[config.mk]
export PLATFORM = sky130hd
export DESIGN_NAME = hilo_muldiv_unit_flat
export DESIGN_NICKNAME = d
export VERILOG_FILES = /design/src/rtl/hilo_muldiv_unit_if.sv /design/src/rtl/hilo_muldiv_unit.sv /design/src/flat_wrapper.sv
export SDC_FILE = /design/constraint.sdc
export NUM_CORES = 2
export LEC_CHECK = 0
export BUFFER_PORTS_ARGS = -buffer_cell sky130_fd_sc_hd__buf_2
export CORE_MARGIN = 2
export CORE_UTILIZATION = 40
export CTS_CLUSTER_SIZE = 20
export DETAILED_ROUTE_END_ITERATION = 10
export PLACE_DENSITY_LB_ADDON = 0.25
export REMOVE_ABC_BUFFERS = 1
export SLEW_MARGIN = 20
export SYNTH_ARGS = -nofsm -noshare
export SYNTH_HDL_FRONTEND = slang
export SYNTH_SLANG_ARGS = --single-unit
[constraint.sdc]
create_clock -name clk -period 20.1 [get_ports clk]
set_input_delay 4.02 -clock clk [delete_from_list [all_inputs] [get_ports clk]]
set_output_delay 4.02 -clock clk [all_outputs]
set_load 0.05 [all_outputs]
[src/rtl/hilo_muldiv_unit_if.sv]
// EX-stage mul/div request bundle between the pipeline and the HI/LO unit.
// master: EX control drives start/op/operands; slave: unit answers stall_req/done.
interface hilo_muldiv_unit_if #(
  parameter int WIDTH = 32
);
  logic             start;
  logic [1:0]       op;
  logic [WIDTH-1:0] src_a;
  logic [WIDTH-1:0] src_b;
  logic             stall_req;
  logic             done;

  modport master (
    output start, op, src_a, src_b,
    input  stall_req, done
  );

  modport slave (
    input  start, op, src_a, src_b,
    output stall_req, done
  );
endinterface

[src/rtl/hilo_muldiv_unit.sv]
// HI/LO owner: one-cycle MULT/MULTU, 32-step restoring DIV/DIVU, MTHI/MTLO.
// Ports: clk, resetn, ex (start/op/src_a/src_b -> stall_req/done), flush, hi_we/lo_we/wdata, hi/lo.
module hilo_muldiv_unit #(
  parameter int WIDTH = 32
) (
  input  logic             clk,
  input  logic             resetn,
  hilo_muldiv_unit_if.slave ex,
  input  logic             flush,
  input  logic             hi_we,
  input  logic             lo_we,
  input  logic [WIDTH-1:0] wdata,
  output logic [WIDTH-1:0] hi,
  output logic [WIDTH-1:0] lo
);

  localparam int CW = $clog2(WIDTH);

  typedef enum logic [1:0] {
    IDLE,
    MUL,
    DIV,
    DONE
  } state_t;

  state_t state_q, state_d;

  logic [CW-1:0]    cnt_q;
  logic [WIDTH-1:0] a_q;
  logic [WIDTH-1:0] b_q;
  logic [WIDTH-1:0] rem_q;
  logic             qneg_q;
  logic             rneg_q;

  logic             accept;
  logic             is_signed;
  logic             sa;
  logic             sb;
  logic [WIDTH-1:0] abs_a;
  logic [WIDTH-1:0] abs_b;

  logic [WIDTH:0]   rem_sh;
  logic             ge;
  logic [WIDTH-1:0] rem_nx;
  logic [WIDTH-1:0] quo_nx;
  logic [WIDTH-1:0] quo_fix;
  logic [WIDTH-1:0] rem_fix;
  logic             last;

  logic [2*WIDTH-1:0] prod_abs;
  logic [2*WIDTH-1:0] prod;

  logic             res_we;
  logic [WIDTH-1:0] res_hi;
  logic [WIDTH-1:0] res_lo;

  assign accept    = (state_q == IDLE) && ex.start && !flush;
  assign is_signed = ~ex.op[0];
  assign sa        = is_signed & ex.src_a[WIDTH-1];
  assign sb        = is_signed & ex.src_b[WIDTH-1];
  assign abs_a     = sa ? -ex.src_a : ex.src_a;
  assign abs_b     = sb ? -ex.src_b : ex.src_b;

  // a_q doubles as the dividend shifter; quotient bits fill it from the LSB.
  assign rem_sh  = {rem_q, a_q[WIDTH-1]};
  assign ge      = rem_sh >= {1'b0, b_q};
  assign rem_nx  = ge ? rem_sh[WIDTH-1:0] - b_q : rem_sh[WIDTH-1:0];
  assign quo_nx  = {a_q[WIDTH-2:0], ge};
  assign last    = (cnt_q == CW'(WIDTH - 1));
  assign quo_fix = qneg_q ? -quo_nx : quo_nx;
  assign rem_fix = rneg_q ? -rem_nx : rem_nx;

  assign prod_abs = {{WIDTH{1'b0}}, a_q} * {{WIDTH{1'b0}}, b_q};
  assign prod     = qneg_q ? -prod_abs : prod_abs;

  always_comb begin
    state_d = state_q;
    res_we  = 1'b0;
    res_hi  = '0;
    res_lo  = '0;
    unique case (state_q)
      IDLE: begin
        if (accept) state_d = ex.op[1] ? DIV : MUL;
      end
      MUL: begin
        res_we  = 1'b1;
        res_hi  = prod[2*WIDTH-1:WIDTH];
        res_lo  = prod[WIDTH-1:0];
        state_d = DONE;
      end
      DIV: begin
        if (last) begin
          res_we  = 1'b1;
          res_hi  = rem_fix;
          res_lo  = quo_fix;
          state_d = DONE;
        end
      end
      DONE: begin
        state_d = IDLE;
      end
      default: state_d = IDLE;
    endcase
    if (flush) begin
      state_d = IDLE;
      res_we  = 1'b0;
    end
  end

  assign ex.stall_req = accept ||
    (((state_q == MUL) || (state_q == DIV)) && !flush);
  assign ex.done = (state_q == DONE);

  always_ff @(posedge clk or negedge resetn) begin
    if (!resetn) begin
      state_q <= IDLE;
    end else begin
      state_q <= state_d;
    end
  end

  always_ff @(posedge clk or negedge resetn) begin
    if (!resetn) begin
      cnt_q  <= '0;
      a_q    <= '0;
      b_q    <= '0;
      rem_q  <= '0;
      qneg_q <= 1'b0;
      rneg_q <= 1'b0;
    end else if (accept) begin
      cnt_q  <= '0;
      a_q    <= abs_a;
      b_q    <= abs_b;
      rem_q  <= '0;
      qneg_q <= sa ^ sb;
      rneg_q <= sa;
    end else if (state_q == DIV && !flush) begin
      cnt_q <= cnt_q + 1'b1;
      a_q   <= quo_nx;
      rem_q <= rem_nx;
    end
  end

  // Mul/div result beats a same-edge MTHI/MTLO: the WB write is older.
  always_ff @(posedge clk or negedge resetn) begin
    if (!resetn) begin
      hi <= '0;
      lo <= '0;
    end else if (res_we) begin
      hi <= res_hi;
      lo <= res_lo;
    end else begin
      if (hi_we) hi <= wdata;
      if (lo_we) lo <= wdata;
    end
  end

endmodule

[src/flat_wrapper.sv]
// flat-port wrapper written by rule: the top's interface ports become plain ports
module hilo_muldiv_unit_flat 
#(
  parameter int WIDTH = 32
)
  (clk, resetn, flush, hi_we, lo_we, wdata, hi, lo, ex_start, ex_op, ex_src_a, ex_src_b, ex_stall_req, ex_done);
  hilo_muldiv_unit_if #(.WIDTH(WIDTH)) ex_i ();
  input  logic clk;
  input  logic resetn;
  input  logic flush;
  input  logic hi_we;
  input  logic lo_we;
  input  logic [WIDTH-1:0] wdata;
  output logic [WIDTH-1:0] hi;
  output logic [WIDTH-1:0] lo;
  input wire logic [$bits(ex_i.start)-1:0] ex_start;
  input wire logic [$bits(ex_i.op)-1:0] ex_op;
  input wire logic [$bits(ex_i.src_a)-1:0] ex_src_a;
  input wire logic [$bits(ex_i.src_b)-1:0] ex_src_b;
  output wire logic [$bits(ex_i.stall_req)-1:0] ex_stall_req;
  output wire logic [$bits(ex_i.done)-1:0] ex_done;
  assign ex_i.start = ex_start;
  assign ex_i.op = ex_op;
  assign ex_i.src_a = ex_src_a;
  assign ex_i.src_b = ex_src_b;
  assign ex_stall_req = ex_i.stall_req;
  assign ex_done = ex_i.done;
  hilo_muldiv_unit #(.WIDTH(WIDTH)) u_core (.clk(clk), .resetn(resetn), .ex(ex_i), .flush(flush), .hi_we(hi_we), .lo_we(lo_we), .wdata(wdata), .hi(hi), .lo(lo));
endmodule
== Yosys cells after proc, flatten, opt, wreduce, memory -nomap -nowiden ==
Cells that the tools add are included.

* Magnitude comparators: 1
* Add/sub/neg operators: 7
* Multiply operators: 1
* Reduce and logical (&&, ||, !) cells: 12
* Divide/modulo/power cells: 0
* Equal/unequal tests: 6
* Bitwise gates (word level): 4
* Mux-type cells: 28
* Shift-type cells: 0

{| class="wikitable"
|+ Operator list
! kind !! count
|-
| 2-to-1 mux 32 bit || 15
|-
| negator 32 bit || 4
|-
| one-hot mux 32 bit (2 select lines) || 2
|-
| multiplier 32 x 32 -> 64 bit || 1
|-
| 2-to-1 mux 64 bit || 1
|-
| negator 64 bit || 1
|-
| >= comparator 33 x 32 -> 1 bit || 1
|-
| subtractor 32 bit || 1
|-
| 2-to-1 mux 5 bit || 2
|-
| 2-to-1 mux 2 bit || 4
|-
| one-hot mux 2 bit (4 select lines) || 1
|-
| != test 3 x 2 -> 1 bit (second input constant) || 2
|-
| nonzero test 2 bit || 3
|-
| adder 5 x 1 -> 5 bit (second input constant) || 1
|-
| == test 5 bit (second input constant) || 1
|-
| == test 2 bit (second input constant) || 2
|-
| logical AND 1 bit || 4
|-
| bitwise AND 1 bit || 2
|-
| == test 2 x 1 -> 1 bit (second input constant) || 1
|-
| logical NOT 2 bit || 1
|-
| logical OR 1 bit || 2
|-
| 2-to-1 mux 1 bit || 2
|-
| one-hot mux 1 bit (2 select lines) || 1
|-
| AND reduction 2 bit || 1
|-
| 3 further kinds || 3
|}

* Flip-flop bits (word level): 169
* Output and inout port bits: 66
* Memories kept: 0
* Bits in latches: 0
* Word-level logic and storage cells: 68
* Bits of input ports: 104
* Memory bits (writable): 0
* Bits in read-only memories: 0

== Depth between registers and ports, before layout ==
* Depth after elaboration: 7
* Mapped depth: 35
* Depth with buffers taken out: 31

== Least setup slack after synthesis ==
Ideal clock, no wire load.

* Kind: input port to output port
* From: input port flush
* To: output port ex_stall_req
* Path slack: 10988 ps
* Stages on the path: 4
* Buffers on the path: 2
* Data required time: 16080 ps
* Arrival: 5092 ps
* Cells stage by stage: nand3b_1 > clkbuf_1 > clkbuf_1 > nand2_1

* Cells in the longest elaborated chain, start to end: 3
* Elaborated cells between the ends (all ways): 4

{| class="wikitable"
|+ RTL lines
! element !! line !! RTL
|-
| start, declared || flat_wrapper.sv:10 || <nowiki>input logic flush;</nowiki>
|-
| logical NOT 1 bit (*) || hilo_muldiv_unit.sv:57, hilo_muldiv_unit.sv:111 ||
|-
| logical AND 1 bit (on tied branches) || hilo_muldiv_unit.sv:57, hilo_muldiv_unit.sv:111 ||
|-
| logical OR 1 bit (*) || hilo_muldiv_unit.sv:110 || <nowiki>assign ex.stall_req = accept ||</nowiki>
|-
| end, declared || flat_wrapper.sv:20 || <nowiki>output wire logic [$bits(ex_i.stall_req)-1:0] ex_stall_req;</nowiki>
|}

Every way passes the cells marked *; elsewhere a longest branch is shown, timed or not.

== Worst setup path after layout ==
* From: register u_core.a_q[31]
* To: register u_core.hi[31]

* Cells in the longest elaborated chain, start to end: 7
* Elaborated cells between the ends (all ways): 11

{| class="wikitable"
|+ RTL lines
! element !! line !! RTL
|-
| start, declared || hilo_muldiv_unit.sv:29 || <nowiki>logic [WIDTH-1:0] a_q;</nowiki>
|-
| start signal, assigned || hilo_muldiv_unit.sv:132 || <nowiki>a_q <= abs_a;</nowiki>
|-
| start signal, assigned || hilo_muldiv_unit.sv:139 || <nowiki>a_q <= quo_nx;</nowiki>
|-
| branches (longest 5 deep; another with multiplier 32 x 32 -> 64 bit) || n/a ||
|-
| one-hot mux 32 bit (2 select lines) (*) || hilo_muldiv_unit.sv:81 || <nowiki>unique case (state_q)</nowiki>
|-
| 2-to-1 mux 32 bit (*) || hilo_muldiv_unit.sv:149 || <nowiki>end else if (res_we) begin</nowiki>
|-
| end signal, assigned || hilo_muldiv_unit.sv:150 || <nowiki>hi <= res_hi;</nowiki>
|-
| end signal, assigned || hilo_muldiv_unit.sv:153 || <nowiki>if (hi_we) hi <= wdata;</nowiki>
|-
| end, declared || hilo_muldiv_unit.sv:13 || <nowiki>output logic [WIDTH-1:0] hi,</nowiki>
|}

Every way passes the cells marked *.
A chain may end at the register's enable or synchronous reset.

==> flow_metrics.py <==
metrics = {
    "status": {
        "status": "finished, final reports clean",
    },
    "synthesis": {
        "synth_edf_count": 0,
        "synth_top_cell_area_share": 0.364,
        "ys_seq_area_frac": 0.0856,
        "synth_fa_ha_area_frac": 0.442,
        "synth_top_cell_by_area": "fa_1",
        "syn_inst": 5840,
        "avgSynthCellArea_um2": 8.46,
        "ys_types": 102,
        "async_flop_share": 1.00,
        "yosysMostFrequentCell": "inv_1",
        "synth_simple_gate_area_frac": 0.196,
        "syn-cell-area_um2": 49400,
        "synthXorXnorAreaFrac": 0.0397,
        "yosys-top-cells-area": "fa_1 (36%), dfrtp_1 (8.6%), ha_1 (7.8%), inv_1 (7.4%), and2_1 (6.8%)",
        "muxShareOfSynthArea": 0.0192,
        "ys_warn_count": 0,
        "ys_ff_latch": 169,
        "ys.flop_type": "dfrtp_1",
        "synth_top_family_by_area": "adder cells",
        "ys_top_cells_by_count": "inv_1 (970), fa_1 (897), nand2_1 (750)",
        "synth_compound_area_frac": 0.113,
    },
    "sta": {
        "tightest_slew_ps": 1190,
        "max_slew_margin": 0.206,
        "slew_viol_final": 0,
        "finalHoldViolCount": 0,
        "rsz0062_at_grt": "false",
        "setup_viol": 0,
        "finalClockSkew_ps": 20.2,
        "finalCritPeriodShare": 0.522,
        "fin_crit_ps": 10490,
        "totalNegativeSetupSlack_ps": 0,
        "max_freq_mhz": 95.4,
    },
    "global_route": {
        "grt_first_pass_wirelength_um": 266000,
        "grt_pass1_vias": 43088,
        "grt_max_degree": 92,
        "grt_use_total": 0.278,
        "grt_antenna_before_repair": 6,
        "grt-ovfl-total": 0,
    },
    "floorplan": {
        "die_y_um": 355,
        "die_x_um": 355,
        "initial_core_util": 0.404,
        "num_io_pins": 170,
        "core-area_um2": 122000,
        "row_count": 128,
        "dieArea_um2": 126000,
    },
    "worst_setup_path": {
        "r2r-start": "u_core.a_q[31]",
        "r2r_end": "u_core.hi[31]",
        "cp_max_fo": 20,
        "r2r_slack_ps": 9610,
        "worstRegToRegCells": 25,
        "end_kind": "register",
        "worstSetupPathType": "register to register",
        "required_ps": 20460,
        "start_kind": "register",
        "crit_arrival_ps": 10840,
    },
    "clocking": {
        "postCtsSetupBuffers": 0,
        "cts_tree": "done",
        "cts-buffers-inserted": 17,
        "cts_hold_buf": 0,
        "cts_resized": 0,
        "clk_pin_slew_worst_paths_ps": 80,
        "h-tree-depth": 4,
        "clock-sinks": 169,
        "root_buffer": "clkbuf_16",
        "cts_buffer_depth": 2,
        "insertion_delay_ps": 490,
    },
    "routing": {
        "wl_um": 173000,
        "first_iter_violations": 3001,
        "vias": 41258,
        "drtAntennaViolNets": 0,
        "via_per_inst": 5.60,
        "wl_per_cell_um": 23.5,
        "route.detailed.drc": 0,
        "first_pass_iters": 5,
    },
    "placed_design": {
        "placed_cells": 7330,
        "dp_hpwl_um": 135000,
        "place_congestion": 0.984,
        "place_area_um2": 51400,
        "io_buffers": 169,
    },
    "finish": {
        "syn_to_final_growth_pct": 5.38,
        "drive_above_1_share": 0.0621,
        "final_cell_area_um2": 52000,
        "fin_cells": 7365,
        "nNetsFinal": 7033,
        "fill_cells": 12314,
    },
    "hold_path": {
        "min_delay_path_depth": 2,
        "min_from": "u_core.b_q[5]",
        "hold_path_class": "register to register",
        "whs_endpoint": "u_core.b_q[5]",
    },
    "flow_run": {
        "maxCapViolations": 0,
    },
}
registers in the layout (all words and copies together) (netlist names):
| signal | flops |
|---|---|
| u_core.a_q | 32 |
| u_core.b_q | 32 |
| u_core.cnt_q | 5 |
| u_core.hi | 32 |
| u_core.lo | 32 |
| u_core.qneg_q | 1 |
| u_core.rem_q | 32 |
| u_core.rneg_q | 1 |
| u_core.state_q | 2 |
metrics by stage:
| stage | hold WS (ps) | setup WS [ps] | util |
|---|---|---|---|
| 2_1_floorplan | 498 | 8880 | - |
| 3_5_place_dp | 474 | 9840 | 0.421 |
| 3_3_place_gp | 463 | 9740 | 0.421 |
| 4_1_cts | 491 | 9800 | 0.426 |
| 6_report | 488 | 9610 | 0.426 |
| 5_1_grt | 523 | 9360 | 0.426 |
cell type report:
class	instances	area, um2	area share
well taps	1625	2030	0.0391
flip-flops and latches	169	4230	0.0813
inverters	971	3640	0.0700
diodes	3	7.51	0.000144
clock buffers	19	453	0.00870
multi-input cells	4310	40000	0.768
clock inverters	13	196	0.00377
repair buffers	255	1500	0.0288
worst max path at each step:
| stage | from | end | slack (ps) | cells past startpoint |
|---|---|---|---|---|
| after floorplan | flush | ex_stall_req | 8880 | 2 |
| after global placement | u_core.a_q[31] | u_core.hi[31] | 9740 | 25 |
| after detailed placement | u_core.a_q[31] | u_core.hi[31] | 9840 | 25 |
| after CTS | u_core.a_q[31] | u_core.hi[31] | 9800 | 25 |
| after global routing | u_core.a_q[31] | u_core.hi[31] | 9360 | 25 |
| final | u_core.a_q[31] | u_core.hi[31] | 9610 | 25 |
metal layers:
layer	global-route usage	share of wire
met1	0.360	0.41
met2	0.461	0.47
met3	0.0448	0.068
met4	0.113	0.048
met5	0	0.00013
logic make-up (layout without fill, tap and decap cells):
kind of cell,count (synthesis),after routing
xor gates and xnor gates,224,224
buffers and inverters,1361,1258
muxes,94,94
adders and majority gates,1205,1205
and+or+nand+nor,1938,1938
DFF,169,169
other,0,3
AOI/OAI and AO/OA,849,849
cell usage in the layout, fill, tap and decap left out, types with 54 or more instances in the layout:
cell,n
xnor2_1,145
ha_1,308
buf_4,86
buf_2,168
a21oi_1,233
xor2_1,79
nand4_1,54
inv_1,970
nand2_1,750
dfrtp_1,167
and2_1,536
nor3_1,56
nor2_1,284
fa_1,897
o21ai_0,168
mux2i_1,90
critical path: stages, from the launching register on:
cell and delay (ps):
dfrtp_1 1130, inv_1 890, nor2_1 370, fa_1 470, fa_1 570, inv_1 60
fa_1 490, fa_1 510, inv_1 50, fa_1 550, fa_1 450, fa_1 480
ha_1 300, ha_1 420, a21o_1 220, a21o_1 190, a221oi_1 420, nand3_1 170
o21ai_0 560, xnor2_1 360, nor2_1 160, and4_1 320, nand4_1 400, nor4_1 470
mux2i_1 230, o211ai_1 100
Power is left out: the tool's default activity adds up to more than one toggle a clock period on the data nets, which glitch-free logic cannot reach.
